--- config.mk ---
export PLATFORM = sky130hd
export DESIGN_NAME = fwd_rr_arb
export DESIGN_NICKNAME = d
export VERILOG_FILES = /design/src/rtl/fwd_arb_pkg.sv /design/src/rtl/fwd_rr_arb_rr_pick.sv /design/src/rtl/fwd_rr_arb.sv
export SDC_FILE = /design/constraint.sdc
export NUM_CORES = 1
export LEC_CHECK = 0
export ABC_CLOCK_PERIOD_IN_PS = 2890
export BUFFER_PORTS_ARGS = -buffer_cell sky130_fd_sc_hd__buf_2
export CORE_AREA = 2 2 204 206
export CTS_CLUSTER_DIAMETER = 60
export CTS_CLUSTER_SIZE = 24
export DETAILED_ROUTE_END_ITERATION = 7
export DIE_AREA = 0 0 206 208
export GPL_TIMING_DRIVEN = 1
export SYNTH_ARGS = -nofsm -noshare
export SYNTH_HDL_FRONTEND = slang
export SYNTH_SLANG_ARGS = --single-unit
--- constraint.sdc ---
create_clock -name clk -period 2.89 [get_ports clk]
set_input_delay 0.1445 -clock clk [delete_from_list [all_inputs] [get_ports clk]]
set_output_delay 0.1445 -clock clk [all_outputs]
set_load 0.05 [all_outputs]
--- src/rtl/fwd_arb_pkg.sv ---
// Shared types and helpers for the forwarder-side arbiter.
package fwd_arb_pkg;

  typedef enum logic [1:0] {
    ST_IDLE  = 2'd0,
    ST_OFFER = 2'd1,
    ST_BUSY  = 2'd2
  } state_t;

  localparam int MODE_FIXED   = 0;
  localparam int MODE_RR      = 1;
  localparam int MODE_ORDERED = 2;

  function automatic int clog2(input int n);
    int r;
    r = 0;
    while ((1 << r) < n) r++;
    return r;
  endfunction

  // Index width never drops below one bit, so N = 1 still has a legal select.
  function automatic int sel_w(input int n);
    return (clog2(n) < 1) ? 1 : clog2(n);
  endfunction

endpackage

--- src/rtl/fwd_rr_arb_rr_pick.sv ---
// Combinational candidate picker: fixed priority, rotating priority from ptr, or ptr-only.
module rr_pick
  import fwd_arb_pkg::*;
#(
  parameter int N  = 4,
  parameter int SW = sel_w(N)
) (
  input  logic [N-1:0]  req,
  input  logic [SW-1:0] ptr,
  input  logic [1:0]    mode,
  output logic          found,
  output logic [SW-1:0] idx
);

  always_comb begin
    int base;
    int j;
    found = 1'b0;
    idx   = '0;
    base  = 0;
    j     = 0;
    if (mode == 2'(MODE_ORDERED)) begin
      found = req[ptr];
      idx   = ptr;
    end else begin
      if (mode == 2'(MODE_RR)) base = int'(ptr);
      for (int k = 0; k < N; k++) begin
        j = base + k;
        if (j >= N) j = j - N;
        if (!found && req[j]) begin
          found = 1'b1;
          idx   = j[SW-1:0];
        end
      end
    end
  end

endmodule

--- src/rtl/fwd_rr_arb.sv ---
// Arbitrates N packet-filter cores onto one forwarder: offer/ack handshake, hold until done,
// and return read data through an RD_LAT-deep registered mux.
module fwd_rr_arb
  import fwd_arb_pkg::*;
#(
  parameter int N          = 4,
  parameter int ADDR_WIDTH = 8,
  parameter int DATA_WIDTH = 64,
  parameter int PLEN_WIDTH = 32,
  parameter int MODE       = 0,
  parameter int RD_LAT     = 0
) (
  input  logic                    clk,
  input  logic                    rst,
  input  logic [ADDR_WIDTH-1:0]   addr,
  input  logic                    rd_en,
  output logic [DATA_WIDTH-1:0]   rd_data,
  output logic                    rd_data_vld,
  output logic [PLEN_WIDTH-1:0]   byte_len,
  input  logic                    done,
  output logic                    rdy,
  input  logic                    ack,
  output logic [ADDR_WIDTH-1:0]   fwd_addr,
  output logic [N-1:0]            fwd_rd_en,
  input  logic [N*DATA_WIDTH-1:0] fwd_rd_data,
  input  logic [N-1:0]            fwd_rd_data_vld,
  input  logic [N*PLEN_WIDTH-1:0] fwd_byte_len,
  output logic [N-1:0]            fwd_done,
  input  logic [N-1:0]            rdy_for_fwd,
  output logic [N-1:0]            rdy_for_fwd_ack
);

  localparam int SW = sel_w(N);

  state_t                state, state_nxt;
  logic [SW-1:0]         sel, ptr, pick_idx, sel_inc;
  logic                  pick_found;
  logic [DATA_WIDTH-1:0] mux_dat, pipe_dat;
  logic                  mux_vld, pipe_vld;
  logic [PLEN_WIDTH-1:0] sel_len;

  rr_pick #(.N(N), .SW(SW)) u_pick (
    .req   (rdy_for_fwd),
    .ptr   (ptr),
    .mode  (2'(MODE)),
    .found (pick_found),
    .idx   (pick_idx)
  );

  assign sel_inc  = (int'(sel) == N - 1) ? '0 : sel + 1'b1;
  assign sel_len  = fwd_byte_len[int'(sel)*PLEN_WIDTH +: PLEN_WIDTH];
  assign fwd_addr = addr;

  always_ff @(posedge clk) begin
    if (rst) begin
      state <= ST_IDLE;
      sel   <= '0;
      ptr   <= '0;
    end else begin
      state <= state_nxt;
      if (state == ST_IDLE && pick_found) sel <= pick_idx;
      if (state == ST_BUSY && done && MODE != MODE_FIXED) ptr <= sel_inc;
    end
  end

  // Handshake outputs are forced low while rst is held, even before the state register clears.
  always_comb begin
    state_nxt       = state;
    rdy             = 1'b0;
    byte_len        = '0;
    fwd_rd_en       = '0;
    fwd_done        = '0;
    rdy_for_fwd_ack = '0;
    unique case (state)
      ST_IDLE: begin
        if (pick_found) state_nxt = ST_OFFER;
      end
      ST_OFFER: begin
        rdy      = 1'b1;
        byte_len = sel_len;
        if (ack) begin
          rdy_for_fwd_ack[sel] = 1'b1;
          state_nxt            = ST_BUSY;
        end else if (!rdy_for_fwd[sel]) begin
          state_nxt = ST_IDLE;
        end
      end
      ST_BUSY: begin
        byte_len       = sel_len;
        fwd_rd_en[sel] = rd_en;
        fwd_done[sel]  = done;
        if (done) state_nxt = ST_IDLE;
      end
      default: state_nxt = ST_IDLE;
    endcase
    if (rst) begin
      rdy             = 1'b0;
      byte_len        = '0;
      fwd_rd_en       = '0;
      fwd_done        = '0;
      rdy_for_fwd_ack = '0;
    end
  end

  assign mux_dat = fwd_rd_data[int'(sel)*DATA_WIDTH +: DATA_WIDTH];
  assign mux_vld = fwd_rd_data_vld[sel] && (state == ST_BUSY);

  generate
    if (RD_LAT == 0) begin : g_no_pipe
      assign pipe_dat = mux_dat;
      assign pipe_vld = mux_vld;
    end else begin : g_pipe
      logic [DATA_WIDTH-1:0] dat_q [RD_LAT];
      logic [RD_LAT-1:0]     vld_q;
      always_ff @(posedge clk) begin
        if (rst) begin
          for (int i = 0; i < RD_LAT; i++) dat_q[i] <= '0;
          vld_q <= '0;
        end else begin
          dat_q[0] <= mux_dat;
          vld_q[0] <= mux_vld;
          for (int i = 1; i < RD_LAT; i++) begin
            dat_q[i] <= dat_q[i-1];
            vld_q[i] <= vld_q[i-1];
          end
        end
      end
      assign pipe_dat = dat_q[RD_LAT-1];
      assign pipe_vld = vld_q[RD_LAT-1];
    end
  endgenerate

  assign rd_data     = rst ? '0 : pipe_dat;
  assign rd_data_vld = pipe_vld & ~rst;

endmodule

# --- Word level (Yosys, flattened, before mapping) ---
# Index checks and enable logic that the tools add are counted.
totals:
  register_bits: 4
  inputBits: 405
  elab_cells: 57
classes:
  order_cmp: 2
  n_eq_ne: 5
  shifts: 2
  muxes: 30
  bitwise_logic: 4
  reduce_logical: 12
ops:
  columns: ["operator", "n"]
  rows:
  - ["$shiftx 256x9->64", 1]
  - ["$shiftx 128x8->32", 1]
  - ["$mux 32", 2]
  - ["$mux 64", 1]
  - ["$mux 4", 7]
  - ["$mux 2", 6]
  - ["$mux 1", 10]
  - ["$and 4x4->4", 2]
  - ["$logic_and 1x1->1", 6]
  - ["$pmux 2 s3", 1]
  - ["$bmux 1 s2", 2]
  - ["$ne 2x2->1 const B", 2]
  - ["$logic_not 1->1", 3]
  - ["$lt 2x3->1 const B", 1]
  - ["$ne 3x3->1 const B", 1]
  - ["$reduce_and 3->1", 1]
  - ["$demux 1 s2", 1]
  - ["$eq 2x1->1 const B", 1]
  - ["$eq 2x2->1 const B", 1]
  - ["$ge 2x1->1 const B", 1]
  - ["$logic_not 2->1", 1]
  - ["$reduce_or 2->1", 1]
  - ["$and 1x1->1", 1]
  - ["$not 1->1", 1]

# --- Depth between registers and ports, before layout ---
logic_depth:
  ltp_word: 12
  ltp_mapped: 6
  depth_no_buf: 5

# --- By module ---
# From an unflattened synthesis, not the netlist that was laid out.
unflattened:
  cells_unflattened: 347
  hier_area_um2: 3779.9
by_module_without_submodules:
  columns: ["mod", "instances", "cells_each", "area_each_um2", "seq_area_each_um2"]
  rows:
  - ["fwd_rr_arb", 1, 293, 3412.0, 80.1]
  - ["rr_pick", 1, 54, 367.9, 0.0]

# --- Worst setup path after synthesis ---
# No wires, ideal clock.
synth_path:
  kind: "reg-to-output"
  from: "register state[1]"
  to: "output rdy_for_fwd_ack[0]"
  t_arrival_ns: 2.626
  required_time_ns: 2.746
  path_slack_ns: 0.119
  stages_incl_launch_ff: 6
  path_buffers: 0
  path_cell_list: "dfxtp_1 > inv_1 > ha_1 > nor2b_1 > nand2_1 > nor3_1"
synth_via:
  elab_chain_len: 3
synth_rtl:
  columns: ["item", "line", "source"]
  rows:
  - ["start: declaration", "fwd_rr_arb.sv:35", "state_t state, state_nxt;"]
  - ["start signal: assignment", "fwd_rr_arb.sv:60", "state <= state_nxt;"]
  - ["$eq 2x1->1", "fwd_rr_arb.sv:74", "unique case (state)"]
  - ["$mux 4", "fwd_rr_arb.sv:74", null]
  - ["$mux 4", "fwd_rr_arb.sv:96", "if (rst) begin"]
  - ["end: declaration", "fwd_rr_arb.sv:30", "output logic [N-1:0] rdy_for_fwd_ack"]
# Every way passes these cells.

# --- Worst setup path in the final report ---
layout_path:
  from: "register sel[0]"
  to: "output rd_data[31]"
layout_via:
  elab_chain_len: 2
layout_rtl:
  columns: ["item", "line", "source"]
  rows:
  - ["start: declaration", "fwd_rr_arb.sv:36", "logic [SW-1:0] sel, ptr, pick_idx, sel_inc;"]
  - ["start signal: assignment", "fwd_rr_arb.sv:61", "if (state == ST_IDLE && pick_found) sel <= pick_idx;"]
  - ["$shiftx 256x9->64", "fwd_rr_arb.sv:105", "assign mux_dat = fwd_rd_data[int'(sel)*DATA_WIDTH +: DATA_WIDTH];"]
  - ["$mux 64", "fwd_rr_arb.sv:133", "assign rd_data = rst ? '0 : pipe_dat;"]
  - ["end: declaration", "fwd_rr_arb.sv:17", "output logic [DATA_WIDTH-1:0] rd_data,"]
# Every way passes these cells.

==> impl_results.md <==
- Initial antenna violation count: 8
- Initial DRC count: 247
- Synth top area share: 0.6421
- Pin count of the biggest net entering global routing: 48
- Critical Path End Type: output pin
- Slew Limit Headroom: 0.6776
- Run status: complete, no violations
- Final period util: 0.7817
- F_max: 442.6 MHz
- Port bufs: around 510
- Clock share of power: 0.095
- # hold bufs at CTS: 0
- Clk_skew: 0.002276 ns
- Layout cells sized above 1: 0.8083
- Post-CTS Setup Inserts: 0
- Clock sink total: 4
- Actual slew at the worst max-slew pin: roughly 0.48 ns
- Max VDD drop: 213.1 uV
- Max Cap Viol: 0
- Post-CTS sizing: 0
- CP max FO: 29
- Pint: 1.141 mW
- H-Tree Depth: 1
- Comb power frac: 0.857
- Final Hold Violating Endpoints: 0
- Pwr Density: between 300 and 400 nW/um^2
- Area contributors post-synth: mux4_2 (64%), nor2b_1 (18%), buf_2 (2.4%)
- Post-Route WL: 21.28 mm
- Initial DRT Pass Iterations: 4
- Seq/Total Area, Yosys: 0.02354
- Die area: 42850 sq um
- Post-layout min period: 2.259 ns
- First-pass GRT wire length: about 29 mm
- Critical path's slowest cell: dfxtp_4
- CP peak stage delay: 0.64 ns
- Worst path arrival time: 2.11 ns
- Leading area contributor after synthesis: mux4_2
- Critical path type: flop to output pin
- Setup TNS: 0 ns
- CP required: 2.75 ns
- Sw frac: 0.5169
- RePlAce Congestion: 0.9738
- Vias/cell: 3.655
- LEAKAGE: around 3 nW
- Clock Latency Late Sink: between 0.2 and 0.25 ns
- Yosys warns: 0
- HP Class: primary input to flop
- RSZ-0062 raised after global routing: false
- Core footprint: about 40000 sq um
- DR DRC count: 0
- Initial Utilization: 0.08389
- Die Y-Extent: 208 um
- Power Total: around 2.4 mW
- Syn Inst Count: ~290
- Fin nets: 1176
- Via count: 4759
- Sequential power share: 0.048
- Die W: 206 um
- Final setup fails: 0
- NetSw: 1.221 mW
- Clock slew at reported path FFs: 0.03 ns
- CP delay by family, top: flip-flops
- Startpoint type of the worst setup path: flop
- Synthesized area: 3402 sq um
- WP buf/inv: 2
- Row count: 74
- GRT Overall Usage: 0.09137
- Fill cell count: 4643
- CP Cell Sequence: buf_12 > mux4_2 > nor2b_1 > buf_2
- Distinct cells, synth: 25
- Final ANT Viol Nets: 0
- Hpwl dp: 18.76 mm
- Register bit total from synthesis: 4
- Max-slew violation count: 0
- Vias in the first global route: between 5k and 6k
- Wirelength per Cell: around 16 um
- Syn nets: 695
- Root buf cell: clkbuf_16
- Syn Area/Cell: 11.85 sq um
- IO Pins: about 520
- TritonCTS buffer count: 3
- Grt ovf: 0
- Clock tree buffer depth: 2
- TritonCTS clock tree: yes
- Area Growth Syn to Fin: 93.93%
==> power by group through the flow <==
stage               clock network (mW)  registers (mW)  logic (mW)
floorplan                            0          0.0672        1.51
CTS                              0.226           0.118        2.05
detailed placement                   0           0.119        2.04
finish                           0.224           0.114        2.02
global route                     0.234           0.121        2.16
global placement                     0           0.119        2.02
==> flip-flops by register name, summed over array words and instances (netlist names) <==
name   cells
state      2
sel        2
==> synthesized netlist by cell type <==
master,n
nor2b_1,99
mux4_2,97
buf_2,16
clkbuf_1,12
nor2_1,10
buf_4,9
buf_6,5
nand2_1,5
dfxtp_1,4
inv_1,4
nor3_1,4
ha_1,3
nand2b_1,3
o21ai_0,3
mux2i_1,2
o21a_1,2
a211oi_1,1
a22o_1,1
and2_1,1
nor4_1,1
nor4b_1,1
nor4bb_1,1
o31ai_1,1
o32ai_1,1
or4_1,1
==> path summary, 6_finish.rpt <==
check	from	to	slack [ns]	cells past startpoint
hold reg to reg	state[0]	state[0]	0.54	2
setup reg to reg	sel[1]	state[0]	1.06	5
setup / recovery	sel[0]	rd_data[31]	0.63	4
hold / removal	rdy_for_fwd[0]	sel[1]	0.22	3
==> final cells by class <==
cell class,instances,area [sq um],area share
diodes,3,7.507,0.001138
well taps,532,665.6,0.1009
inverters,4,15.01,0.002276
repair buffers,518,2685,0.4070
clock buffers,4,78.83,0.01195
flip-flops and latches,4,87.58,0.01328
multi-input cells,237,3058,0.4635
==> tightest hold or removal path: cells and delay by family <==
| kind | cells | cell delay [ns] |
|---|---|---|
| AOI/OAI and AO/OA | 2 | 0.15 |
| buffers and inverters | 1 | 0.11 |
==> cells by family (layout without fill, tap and decap cells) <==
| family | after synthesis | count (layout) | share of synthesized area |
|---|---|---|---|
| flip-flops | 4 | 4 | 0.02354 |
| adder cells (fa/ha/maj) | 3 | 3 | 0.01103 |
| buffers and inverters | 46 | 526 | 0.07760 |
| other | 0 | 3 | 0 |
| AND/OR/NAND/NOR | 126 | 126 | 0.2214 |
| multiplexers | 99 | 99 | 0.6480 |
| AO/OA/AOI/OAI | 9 | 9 | 0.01839 |
==> stage by stage <==
step	hold slack, ns	worst slack, ns	instances	util	instance area [sq um]
after floorplan	0.3203	0.1191	287	-	3402
after global placement	0.2893	0.7997	1295	0.1606	6511
after detailed placement	0.2893	0.7896	1295	0.1606	6511
after CTS	0.2191	0.5458	1299	0.1625	6590
after global routing	0.2298	0.4885	1300	0.1626	6593
final	0.2176	0.6308	1302	0.1627	6598
==> layout by cell type, fill, tap and decap left out, types with 2 or more instances in the layout <==
master     count
o21ai_0        3
nand2b_1       3
buf_2        506
clkbuf_16      3
buf_4          7
mux4_2        97
nor3_1         4
diode_2        3
dfxtp_1        2
nor2b_1       99
buf_12         5
nor2_1        10
dfxtp_4        2
inv_1          4
o21a_1         2
mux2i_1        2
ha_1           3
nand2_1        5
==> per-layer routing <==
metal | share of wire | up-vias | wire length (um) | track usage
met3 | 0.13 | 24 | 2858 | 0.03430
li1 | - | 2104 | - | -
met2 | 0.52 | 382 | 10970 | 0.1754
met5 | 0.0021 | - | 45 | 0
met1 | 0.33 | 2241 | 6986 | 0.08967
met4 | 0.020 | 8 | 423 | 0.02611
No activity file was read; power rests on OpenSTA's default activity.
